**config.mk**
```make
export PLATFORM = sky130hd
export DESIGN_NAME = frame_scanner
export DESIGN_NICKNAME = d
export VERILOG_FILES = /design/src/rtl/frame_scanner_pkg.sv /design/src/rtl/frame_scanner_fifo.sv /design/src/rtl/frame_scanner.sv
export SDC_FILE = /design/constraint.sdc
export NUM_CORES = 1
export LEC_CHECK = 0
export CAP_MARGIN = 40
export CORE_MARGIN = 2
export CORE_UTILIZATION = 51
export CTS_BUF_LIST = sky130_fd_sc_hd__clkbuf_8 sky130_fd_sc_hd__clkbuf_16
export CTS_CLUSTER_DIAMETER = 60
export DETAILED_ROUTE_END_ITERATION = 6
export PLACE_DENSITY_LB_ADDON = 0.25
export SYNTH_ARGS = -nofsm -noshare
export SYNTH_HDL_FRONTEND = slang
export SYNTH_SLANG_ARGS = --single-unit
```
**constraint.sdc**
```tcl
create_clock -name clk -period 2.59 [get_ports clk]
set_input_delay 0.518 -clock clk [delete_from_list [all_inputs] [get_ports clk]]
set_output_delay 0.518 -clock clk [all_outputs]
set_load 0.005 [all_outputs]
```
**src/rtl/frame_scanner_pkg.sv**
```systemverilog
`default_nettype none
// ----------------------------------------------------------------------------
// frame_scanner_pkg : shared geometry defaults and FSM encoding for frame_scanner
// Rev 1.0
// ----------------------------------------------------------------------------
package frame_scanner_pkg;

  localparam int unsigned DEF_PX_WIDTH  = 640;
  localparam int unsigned DEF_PX_HEIGHT = 480;
  localparam int unsigned DEF_PIX_BITS  = 3;
  localparam int unsigned DEF_ADDR_W    = 19;

  typedef enum logic [1:0] {
    ST_IDLE  = 2'd0,
    ST_SCAN  = 2'd1,
    ST_DRAIN = 2'd2
  } scan_state_e;

  // Pointer width for a circular buffer of n entries (at least one bit).
  function automatic int unsigned ptr_width(input int unsigned n);
    return (n < 2) ? 1 : $clog2(n);
  endfunction

endpackage
`default_nettype wire

```
**src/rtl/frame_scanner_fifo.sv**
```systemverilog
`default_nettype none
// ----------------------------------------------------------------------------
// scan_fifo : synchronous FIFO with occupancy count and synchronous flush
// Rev 1.0
// ----------------------------------------------------------------------------
module scan_fifo
  import frame_scanner_pkg::*;
#(
  parameter int unsigned WIDTH = 5,
  parameter int unsigned DEPTH = 8
) (
  input  logic                       clk,
  input  logic                       clr,
  input  logic                       flush,
  input  logic                       wr_en,
  input  logic [WIDTH-1:0]           wr_data,
  input  logic                       rd_en,
  output logic [WIDTH-1:0]           rd_data,
  output logic                       empty,
  output logic [$clog2(DEPTH+1)-1:0] count
);

  localparam int unsigned      PTR_W    = ptr_width(DEPTH);
  localparam int unsigned      CNT_W    = $clog2(DEPTH + 1);
  localparam logic [PTR_W-1:0] LAST_PTR = PTR_W'(DEPTH - 1);
  localparam logic [CNT_W-1:0] FULL_CNT = CNT_W'(DEPTH);

  logic [WIDTH-1:0] mem_q [DEPTH];
  logic [PTR_W-1:0] wr_ptr_q, wr_ptr_d;
  logic [PTR_W-1:0] rd_ptr_q, rd_ptr_d;
  logic [CNT_W-1:0] count_q, count_d;
  logic             do_wr, do_rd;

  always_comb begin
    do_wr    = wr_en && (count_q != FULL_CNT) && !flush;
    do_rd    = rd_en && (count_q != '0) && !flush;
    wr_ptr_d = wr_ptr_q;
    rd_ptr_d = rd_ptr_q;
    count_d  = count_q;
    if (flush) begin
      wr_ptr_d = '0;
      rd_ptr_d = '0;
      count_d  = '0;
    end else begin
      if (do_wr) wr_ptr_d = (wr_ptr_q == LAST_PTR) ? '0 : wr_ptr_q + 1'b1;
      if (do_rd) rd_ptr_d = (rd_ptr_q == LAST_PTR) ? '0 : rd_ptr_q + 1'b1;
      // Simultaneous push and pop leave the occupancy where it was.
      case ({do_wr, do_rd})
        2'b10:   count_d = count_q + 1'b1;
        2'b01:   count_d = count_q - 1'b1;
        default: count_d = count_q;
      endcase
    end
  end

  always_ff @(posedge clk or negedge clr) begin
    if (!clr) begin
      wr_ptr_q <= '0;
      rd_ptr_q <= '0;
      count_q  <= '0;
    end else begin
      wr_ptr_q <= wr_ptr_d;
      rd_ptr_q <= rd_ptr_d;
      count_q  <= count_d;
    end
  end

  always_ff @(posedge clk) begin
    if (do_wr) mem_q[wr_ptr_q] <= wr_data;
  end

  assign rd_data = mem_q[rd_ptr_q];
  assign empty   = (count_q == '0);
  assign count   = count_q;

endmodule
`default_nettype wire

```
**src/rtl/frame_scanner.sv**
```systemverilog
`default_nettype none
// ----------------------------------------------------------------------------
// frame_scanner : raster scan of a pixel memory into a ready/valid pixel stream
// Rev 1.0
// ----------------------------------------------------------------------------
module frame_scanner
  import frame_scanner_pkg::*;
#(
  parameter int unsigned PX_WIDTH   = DEF_PX_WIDTH,
  parameter int unsigned PX_HEIGHT  = DEF_PX_HEIGHT,
  parameter int unsigned PIX_BITS   = DEF_PIX_BITS,
  parameter int unsigned ADDR_W     = DEF_ADDR_W,
  parameter int unsigned RD_LAT     = 1,
  parameter int unsigned FIFO_DEPTH = 8
) (
  input  logic                clk,
  input  logic                clr,
  input  logic                start,
  input  logic                cont,
  input  logic                abort,
  output logic                mem_rd,
  output logic [ADDR_W-1:0]   mem_addr,
  input  logic [PIX_BITS-1:0] mem_data,
  output logic [PIX_BITS-1:0] px_data,
  output logic                px_valid,
  input  logic                px_ready,
  output logic                px_eol,
  output logic                px_eof,
  output logic                busy,
  output logic                done,
  output logic [15:0]         frame_cnt
);

  localparam int unsigned       N_PIX      = PX_WIDTH * PX_HEIGHT;
  localparam int unsigned       X_W        = ptr_width(PX_WIDTH);
  localparam int unsigned       CNT_W      = $clog2(FIFO_DEPTH + 1);
  localparam int unsigned       FW         = PIX_BITS + 2;
  localparam logic [ADDR_W-1:0] LAST_ADDR  = ADDR_W'(N_PIX - 1);
  localparam logic [X_W-1:0]    LAST_X     = X_W'(PX_WIDTH - 1);
  localparam logic [CNT_W:0]    CREDIT_MAX = (CNT_W + 1)'(FIFO_DEPTH);

  scan_state_e       state_q, state_d;
  logic              cont_q, cont_d;
  logic [ADDR_W-1:0] addr_q, addr_d;
  logic [X_W-1:0]    x_q, x_d;
  logic [15:0]       frame_cnt_q, frame_cnt_d;
  logic [RD_LAT-1:0] pipe_v_q, pipe_v_d;
  logic [RD_LAT-1:0] pipe_eol_q, pipe_eol_d;
  logic [RD_LAT-1:0] pipe_eof_q, pipe_eof_d;

  logic [CNT_W-1:0]  inflight;
  logic [CNT_W-1:0]  fifo_count;
  logic              fifo_empty;
  logic [FW-1:0]     fifo_rd_data;
  logic              credit_ok;
  logic              issue;
  logic              xfer;
  logic              head_eol, head_eof;

  always_comb begin
    inflight = '0;
    for (int i = 0; i < RD_LAT; i++) inflight = inflight + CNT_W'(pipe_v_q[i]);
  end

  // Reads already in flight reserve a FIFO slot, so the buffer can never overflow.
  assign credit_ok = ({1'b0, inflight} + {1'b0, fifo_count}) < CREDIT_MAX;
  assign xfer      = px_valid && px_ready;

  always_comb begin
    state_d     = state_q;
    cont_d      = cont_q;
    addr_d      = addr_q;
    x_d         = x_q;
    frame_cnt_d = frame_cnt_q;
    issue       = 1'b0;
    done        = 1'b0;
    unique case (state_q)
      ST_IDLE: begin
        if (start) begin
          state_d = ST_SCAN;
          cont_d  = cont;
        end
      end
      ST_SCAN: begin
        issue = credit_ok;
        if (credit_ok) begin
          if (addr_q == LAST_ADDR) begin
            addr_d  = '0;
            x_d     = '0;
            state_d = ST_DRAIN;
          end else begin
            addr_d = addr_q + 1'b1;
            x_d    = (x_q == LAST_X) ? '0 : x_q + 1'b1;
          end
        end
      end
      ST_DRAIN: begin
        if (xfer && px_eof) begin
          done        = 1'b1;
          frame_cnt_d = frame_cnt_q + 16'd1;
          state_d     = cont_q ? ST_SCAN : ST_IDLE;
        end
      end
      default: state_d = ST_IDLE;
    endcase
    if (abort) begin
      state_d     = ST_IDLE;
      addr_d      = '0;
      x_d         = '0;
      issue       = 1'b0;
      done        = 1'b0;
      frame_cnt_d = frame_cnt_q;
    end
  end

  // Tag pipeline tracks each read until its data returns RD_LAT cycles later.
  always_comb begin
    pipe_v_d      = pipe_v_q;
    pipe_eol_d    = pipe_eol_q;
    pipe_eof_d    = pipe_eof_q;
    pipe_v_d[0]   = issue;
    pipe_eol_d[0] = (x_q == LAST_X);
    pipe_eof_d[0] = (addr_q == LAST_ADDR);
    for (int i = 1; i < RD_LAT; i++) begin
      pipe_v_d[i]   = pipe_v_q[i-1];
      pipe_eol_d[i] = pipe_eol_q[i-1];
      pipe_eof_d[i] = pipe_eof_q[i-1];
    end
    if (abort) pipe_v_d = '0;
  end

  always_ff @(posedge clk or negedge clr) begin
    if (!clr) begin
      state_q     <= ST_IDLE;
      cont_q      <= 1'b0;
      addr_q      <= '0;
      x_q         <= '0;
      frame_cnt_q <= '0;
      pipe_v_q    <= '0;
      pipe_eol_q  <= '0;
      pipe_eof_q  <= '0;
    end else begin
      state_q     <= state_d;
      cont_q      <= cont_d;
      addr_q      <= addr_d;
      x_q         <= x_d;
      frame_cnt_q <= frame_cnt_d;
      pipe_v_q    <= pipe_v_d;
      pipe_eol_q  <= pipe_eol_d;
      pipe_eof_q  <= pipe_eof_d;
    end
  end

  scan_fifo #(
    .WIDTH (FW),
    .DEPTH (FIFO_DEPTH)
  ) u_fifo (
    .clk     (clk),
    .clr     (clr),
    .flush   (abort),
    .wr_en   (pipe_v_q[RD_LAT-1]),
    .wr_data ({mem_data, pipe_eol_q[RD_LAT-1], pipe_eof_q[RD_LAT-1]}),
    .rd_en   (xfer),
    .rd_data (fifo_rd_data),
    .empty   (fifo_empty),
    .count   (fifo_count)
  );

  assign {px_data, head_eol, head_eof} = fifo_rd_data;
  assign px_valid  = !fifo_empty;
  // Storage is not reset, so tags are qualified to stay low with an empty FIFO.
  assign px_eol    = px_valid && head_eol;
  assign px_eof    = px_valid && head_eof;
  assign mem_rd    = issue;
  assign mem_addr  = addr_q;
  assign busy      = (state_q != ST_IDLE);
  assign frame_cnt = frame_cnt_q;

endmodule
`default_nettype wire

```
==> results of run 1 <==
[cell usage after synthesis (6+ instances only)]
cell type | number | area [um^2]
mux4_2 | 10 | 225
nor3_1 | 16 | 80.1
nand3_1 | 19 | 95.1
ha_1 | 9 | 113
a21oi_1 | 18 | 90.1
nand2_1 | 46 | 173
xnor2_1 | 7 | 61.3
nor4_1 | 10 | 62.6
nand4_1 | 14 | 87.6
a21o_1 | 10 | 75.1
mux2_2 | 7 | 78.8
nor2_1 | 23 | 86.3
o21ai_0 | 23 | 115
buf_2 | 8 | 40.0
clkbuf_1 | 9 | 33.8
xor2_1 | 11 | 96.3
inv_1 | 12 | 45.0
dfrtp_1 | 61 | 1530
edfxtp_1 | 40 | 1200
and3_1 | 6 | 37.5
[through the flow]
stage	hold slack [ps]	TNS (ps)	cells	instance area (um^2)	util, %
global route	371	-14.1	666	6120	63.5
CTS	335	-41.6	662	6090	63.2
detailed placement	466	-27.7	639	5850	60.7
global placement	456	0	639	5850	60.7
finish	308	0	666	6120	63.5
floorplan	222	-54.0	440	5020	-
[layout by cell type, fill, tap and decap left out, types with 6 or more instances in the layout]
cell,Yosys,layout
a21o_1,10,10
ha_1,9,9
o21ai_0,23,23
inv_1,12,14
xor2_1,11,11
buf_4,2,43
nand4_1,14,14
nand3_1,19,19
edfxtp_1,40,40
nand2_1,46,46
clkbuf_8,1,9
mux4_2,10,10
nor3_1,16,14
and3_1,6,6
dfrtp_1,61,60
nor2_1,23,23
xnor2_1,7,7
nor4_1,10,10
buf_6,2,6
mux2_2,7,7
a21oi_1,18,18
clkdlybuf4s50_1,0,45
[per-layer routing]
| metal | wire length (um) | part of all wire (%) | global-route usage [%] | vias to the layer above |
|---|---|---|---|---|
| met1 | 4750 | 44 | 28.4 | 1875 |
| met3 | 429 | 3.9 | 4.75 | 12 |
| met2 | 5590 | 51 | 37.8 | 87 |
| li1 | - | - | - | 1815 |
| met4 | 131 | 1.2 | 6.58 | 0 |
| met5 | 0 | 0 | 0 | - |
[worst max-delay path, stage by stage (launching register included)]
cell	delay, ps
dfrtp_1	390
or4b_4	570
and2_4	190
nor3_4	130
ha_1	270
a31o_2	210
o2111ai_1	90
mux2_2	350
a31oi_1	140
nand2_1	70
[worst paths after layout]
check | slack [ps] | start | end
max | 80 | u_fifo.count[0]$_DFFE_PN0P_ | u_fifo.count[3]$_DFFE_PN0P_
min | 310 | clr | u_fifo.rd_ptr_q[2]$_DFFE_PN0P_
max reg2reg | 80 | u_fifo.count[0]$_DFFE_PN0P_ | u_fifo.count[3]$_DFFE_PN0P_
min reg2reg | 490 | frame_cnt[15]$_DFFE_PN0P_ | frame_cnt[15]$_DFFE_PN0P_
max in group asynchronous | 1730 | clr | u_fifo.rd_ptr_q[0]$_DFFE_PN0P_
min in group clk | 490 | frame_cnt[15]$_DFFE_PN0P_ | frame_cnt[15]$_DFFE_PN0P_
[state kept, by name, summed over array words and instances, names as in the netlist]
register and cells:
u_fifo.mem_q 40, frame_cnt 16, state_q 2, u_fifo.wr_ptr_q 3, mem_addr 19, cont_q 1
pipe_eol_q 1, pipe_eof_q 1, u_fifo.count 4, x_q 10, pipe_v_q 1, u_fifo.rd_ptr_q 3
[repair_timing]
action,in CTS,in global routing
setup buffers,7,4
endpoints found under the setup margin,6,5
pin swaps,0,0
resized for setup,13,9
endpoints found under the hold margin,0,0
[cell type report]
type                       count  area [um^2]
fill                         780         3520
sequential                   101         2730
multi-input combinational    303         2120
timing repair buffer         101          888
tap                          133          166
clock buffer                   9          124
clock inverter                 7         50.0
inverter                      12         45.0
[logic make-up (layout without fill, tap and decap cells)]
family                   Yosys count  after routing  share of synthesized area (%)
XOR/XNOR                          18             18                           3.15
adder cells (fa/ha/maj)           10             10                           2.45
AND/OR/NAND/NOR                  171            171                           18.6
buffers and inverters             36            129                           3.55
AO/OA/AOI/OAI                     82             82                           10.7
flip-flops                       101            101                           54.5
multiplexers                      22             22                           7.08
[power by group through the flow]
stage               registers, mW  clock network (mW)  logic (mW)
floorplan                    1.77                   0       0.412
global placement             1.77                   0       0.653
detailed placement           1.78                   0       0.670
CTS                          1.74               0.916       0.721
global route                 1.75               0.982       0.806
finish                       1.74               0.897       0.736
==> impl_metrics.ini, run 1 <==
[floorplanning]
fp.dieArea_mm2 = 0.0106
die_h_um = 103
core_area_mm2 = 0.00964
start_util_pct = 51.9
pin_count = 53
die_w_um = 103
rows = 36

[placed_design]
gp_congestion = 0.893
dp_hpwl_um = 7540
numPortBuffers = 52
dp_worst_setup_slack_ps = -27.7

[synth]
synthArstFlopShare_pct = 60.4
synth-edff-count = 40
yosysSeqAreaShare_pct = 54.5
syn_inst = 440
synth_warnings = 0
synth_nets = 458
ys_types = 62
synth-main-ff-cell = dfrtp_1
ys_ff_latch = 101
synth_area_per_cell_um2 = 11.4
synth_area_mm2 = 0.00500

[detailed_routing]
dr.pass1.iters = 5
drc = 0
antenna_left = 0
detail_route.wirelength_um = 10900
vias = 3789
drt_iter0_drc = 220
via_per_inst = 5.69
wl_per_cell_um = 16.4

[clock_network]
clock_latency_ps = 370
ctsHoldBuffers = 0
cts_root_buf = clkbuf_8
cts_made_buffers = 9
cts_tree = built
cts-htree-levels = 3
cts.sinks = 101
clk_pin_slew_ps = 100
ctsLongestPathBuffers = 2

[setup_path]
path_class = flip-flop to flip-flop
arrival_ps = 2770
start_kind = flip-flop
endpoint_kind = flip-flop
reg2regPathDepth = 9
crit_required_ps = 2850
worstPathMaxFanout = 5

[layout]
num_antenna_cells = 0
drive_above_1_share_pct = 18.6
nets = 546
areaGrowthSynthToFinish_pct = 22.3

[power_and_ir_drop]
total_power_mw = 3.38
pwr-share-seq_pct = 51.6
combPwrFrac_pct = 21.8
p_per_area_mw_per_mm2 = 552
peakVddDrop_mv = 0.354
net-switching-power_uw = 949
sw_frac_of_total_pct = 28.1
p_int_mw = 2.43
leakagePower_nw = 2.52
clkPwrFrac_pct = 26.6

[sta]
final.min_clock_period_ps = 2510
slew_headroom_pct = 47.2
worstMarginPinSlew_ps = 792
max_freq_mhz = 398
fin_ws_ps = 77.6
clock-skew-final_ps = 8.43
finalCritPeriodShare_pct = 97.0
slew_violations = 0
setup_viol = 0
hold_viol = 0

[run_status]
status = finished clean

[global_route]
first_global_vias = 3851
antenna_found_initial = 0
grt_max_degree = 62
grt_usage_pct = 22.1
grt_first_pass_wirelength_um = 18200
grt_overflow_total = 0

[hold_path]
worstHoldPathType = primary input to asynchronous set/reset pin

[flow_run]
maxCapViolCount = 0
Note: power is estimated with default switching activity, not from simulation.
==> run 2: changes to the inputs <==
--- a/config.mk
+++ b/config.mk
@@ -5,6 +5,7 @@
 export SDC_FILE = /design/constraint.sdc
 export NUM_CORES = 1
 export LEC_CHECK = 0
+export ABC_CLOCK_PERIOD_IN_PS = 2590
 export CAP_MARGIN = 40
 export CORE_MARGIN = 2
 export CORE_UTILIZATION = 51
@@ -15,3 +16,4 @@
 export SYNTH_ARGS = -nofsm -noshare
 export SYNTH_HDL_FRONTEND = slang
 export SYNTH_SLANG_ARGS = --single-unit
+export TNS_END_PERCENT = 20
==> impl_metrics.ini, run 2 (synthesized netlist as in run 1, its figures left out) <==
[layout]
nets = 538
final_common_cell = dfrtp_1
final_cells = 658
regMostFlops = u_fifo.mem_q
num_antenna_cells = 0
n_fill_cell = 791
largest_register_ffs = 40
fin_area_mm2 = 0.00607
areaGrowthSynthToFinish_pct = 21.4
drive_above_1_share_pct = 17.0
layout_common_cells = dfrtp_1 (60), nand2_1 (46), clkdlybuf4s50_1 (45)

[clock_network]
ctsHoldBuffers = 0
cts.sinks = 101
ctsLongestPathBuffers = 2
clock_latency_ps = 370
clk_pin_slew_ps = 100
cts_root_buf = clkbuf_8
cts_tree = built
cts_made_buffers = 9
cts-htree-levels = 3

[global_route]
grt_overflow_total = 0
grt_usage_pct = 22.0
gr-usage-met1_pct = 28.4
top_usage_layer = met2
first_global_vias = 3820
grt_max_degree = 62
grt_first_pass_wirelength_um = 18100
use_met3_pct = 4.75
grt_use_met2_pct = 37.5
antenna_found_initial = 0

[setup_path]
timing.rr.start = u_fifo.count[0]$_DFFE_PN0P_
start_kind = flip-flop
path_class = flip-flop to flip-flop
crit_chain = or4b_4 -> and2_4 -> nor3_4 -> ha_4 -> a31o_2 -> o2111ai_1 -> mux2_2 -> a31oi_1 -> nand2_1
critPathTopFamily = simple AND/OR/NAND/NOR gates
cpPeakStageDelay_ps = 560
critPathLaunch = u_fifo.count[0]$_DFFE_PN0P_
path_buf_inv = 0
critical_path.slowest_cell = or4b_4
arrival_ps = 2760
crit_required_ps = 2850
endpoint_kind = flip-flop
worstPathMaxFanout = 11

[power_and_ir_drop]
net-switching-power_uw = 936
leakagePower_nw = 2.49
peakVddDrop_mv = 0.352
clkPwrFrac_pct = 26.9
sw_frac_of_total_pct = 28.1
combPwrFrac_pct = 20.7
p_int_mw = 2.40
pwr-share-seq_pct = 52.4
p_per_area_mw_per_mm2 = 548

[flow_run]
maxCapViolCount = 0

[floorplanning]
die_h_um = 103
start_util_pct = 51.9
core_area_mm2 = 0.00964
pin_count = 53
fp.dieArea_mm2 = 0.0106
rows = 36
die_w_um = 103

[placed_design]
placed_area_mm2 = 0.00585
dp_hpwl_um = 7540
dp_cells = 639
gp_congestion = 0.893
numPortBuffers = 52

[sta]
worstMarginPinSlew_ps = 786
fin_setup_tns_ps = 0
hold_ws_ps = 305
slew_violations = 0
final.min_clock_period_ps = 2510
max_freq_mhz = 399
setup_viol = 0
rsz0062_at_grt = yes
slew_headroom_pct = 47.6
finalCritPeriodShare_pct = 96.8
clock-skew-final_ps = 8.10
hold_viol = 0

[detailed_routing]
drc = 0
antenna_left = 0
drt_iter0_drc = 197
wl_per_cell_um = 16.4
dr.pass1.iters = 5
detail_route.wirelength_um = 10800
via_per_inst = 5.71
vias = 3760

[hold_path]
worstHoldPathType = primary input to asynchronous set/reset pin

[run_status]
status = finished clean
run 2: metrics by stage:
stage	power [mW]	utilization (%)	setup slack (ps)
final	3.33	63.0	82.9
after global routing	3.49	63.0	-6.61
after CTS	3.35	62.8	64.3
after detailed placement	2.44	60.7	-27.7
after global placement	2.43	60.7	20.0
after floorplan	2.18	-	-54.0
run 2: path summary, 6_finish.rpt:
path	end	slack [ps]	cells after the start
max	u_fifo.count[3]$_DFFE_PN0P_	80	9
min	u_fifo.rd_ptr_q[2]$_DFFE_PN0P_	300	2
max reg2reg	u_fifo.count[3]$_DFFE_PN0P_	80	9
min reg2reg	frame_cnt[15]$_DFFE_PN0P_	490	1
max in group asynchronous	u_fifo.rd_ptr_q[0]$_DFFE_PN0P_	1740	2
min in group clk	frame_cnt[15]$_DFFE_PN0P_	490	1
run 2: power by group through the flow:
stage | clock network (mW) | logic [mW] | registers, mW
final | 0.896 | 0.691 | 1.74
after global routing | 0.982 | 0.757 | 1.75
after CTS | 0.916 | 0.689 | 1.74
after detailed placement | 0 | 0.670 | 1.78
after global placement | 0 | 0.653 | 1.77
after floorplan | 0 | 0.412 | 1.77
run 2: worst register-to-register path, cell delays in order, from the launching register on:
cell       delay, ps
dfrtp_1          390
or4b_4           560
and2_4           210
nor3_4           180
ha_4             230
a31o_2           200
o2111ai_1         90
mux2_2           350
a31oi_1          130
nand2_1           70
run 2: timing repair:
item                                    4_1_cts  5_1_grt
pin swaps                                     0        1
gates resized for setup                      11        2
setup buffers                                 3        0
endpoints found under the setup margin        6        2
run 2: layout make-up:
cell class                 count  area [um^2]  area share [%]
clock inverter                 7         50.0           0.824
inverter                      12         45.0           0.742
sequential                   101         2730            44.9
multi-input combinational    303         2130            35.1
tap                          133          166            2.74
clock buffer                   9          124            2.04
timing repair buffer          93          827            13.6
run 2: routing by layer:
layer | part of all wire, % | vias up
met5 | 0 | -
met4 | 1.2 | 0
met3 | 4.1 | 12
met2 | 51 | 90
met1 | 44 | 1860
li1 | - | 1798
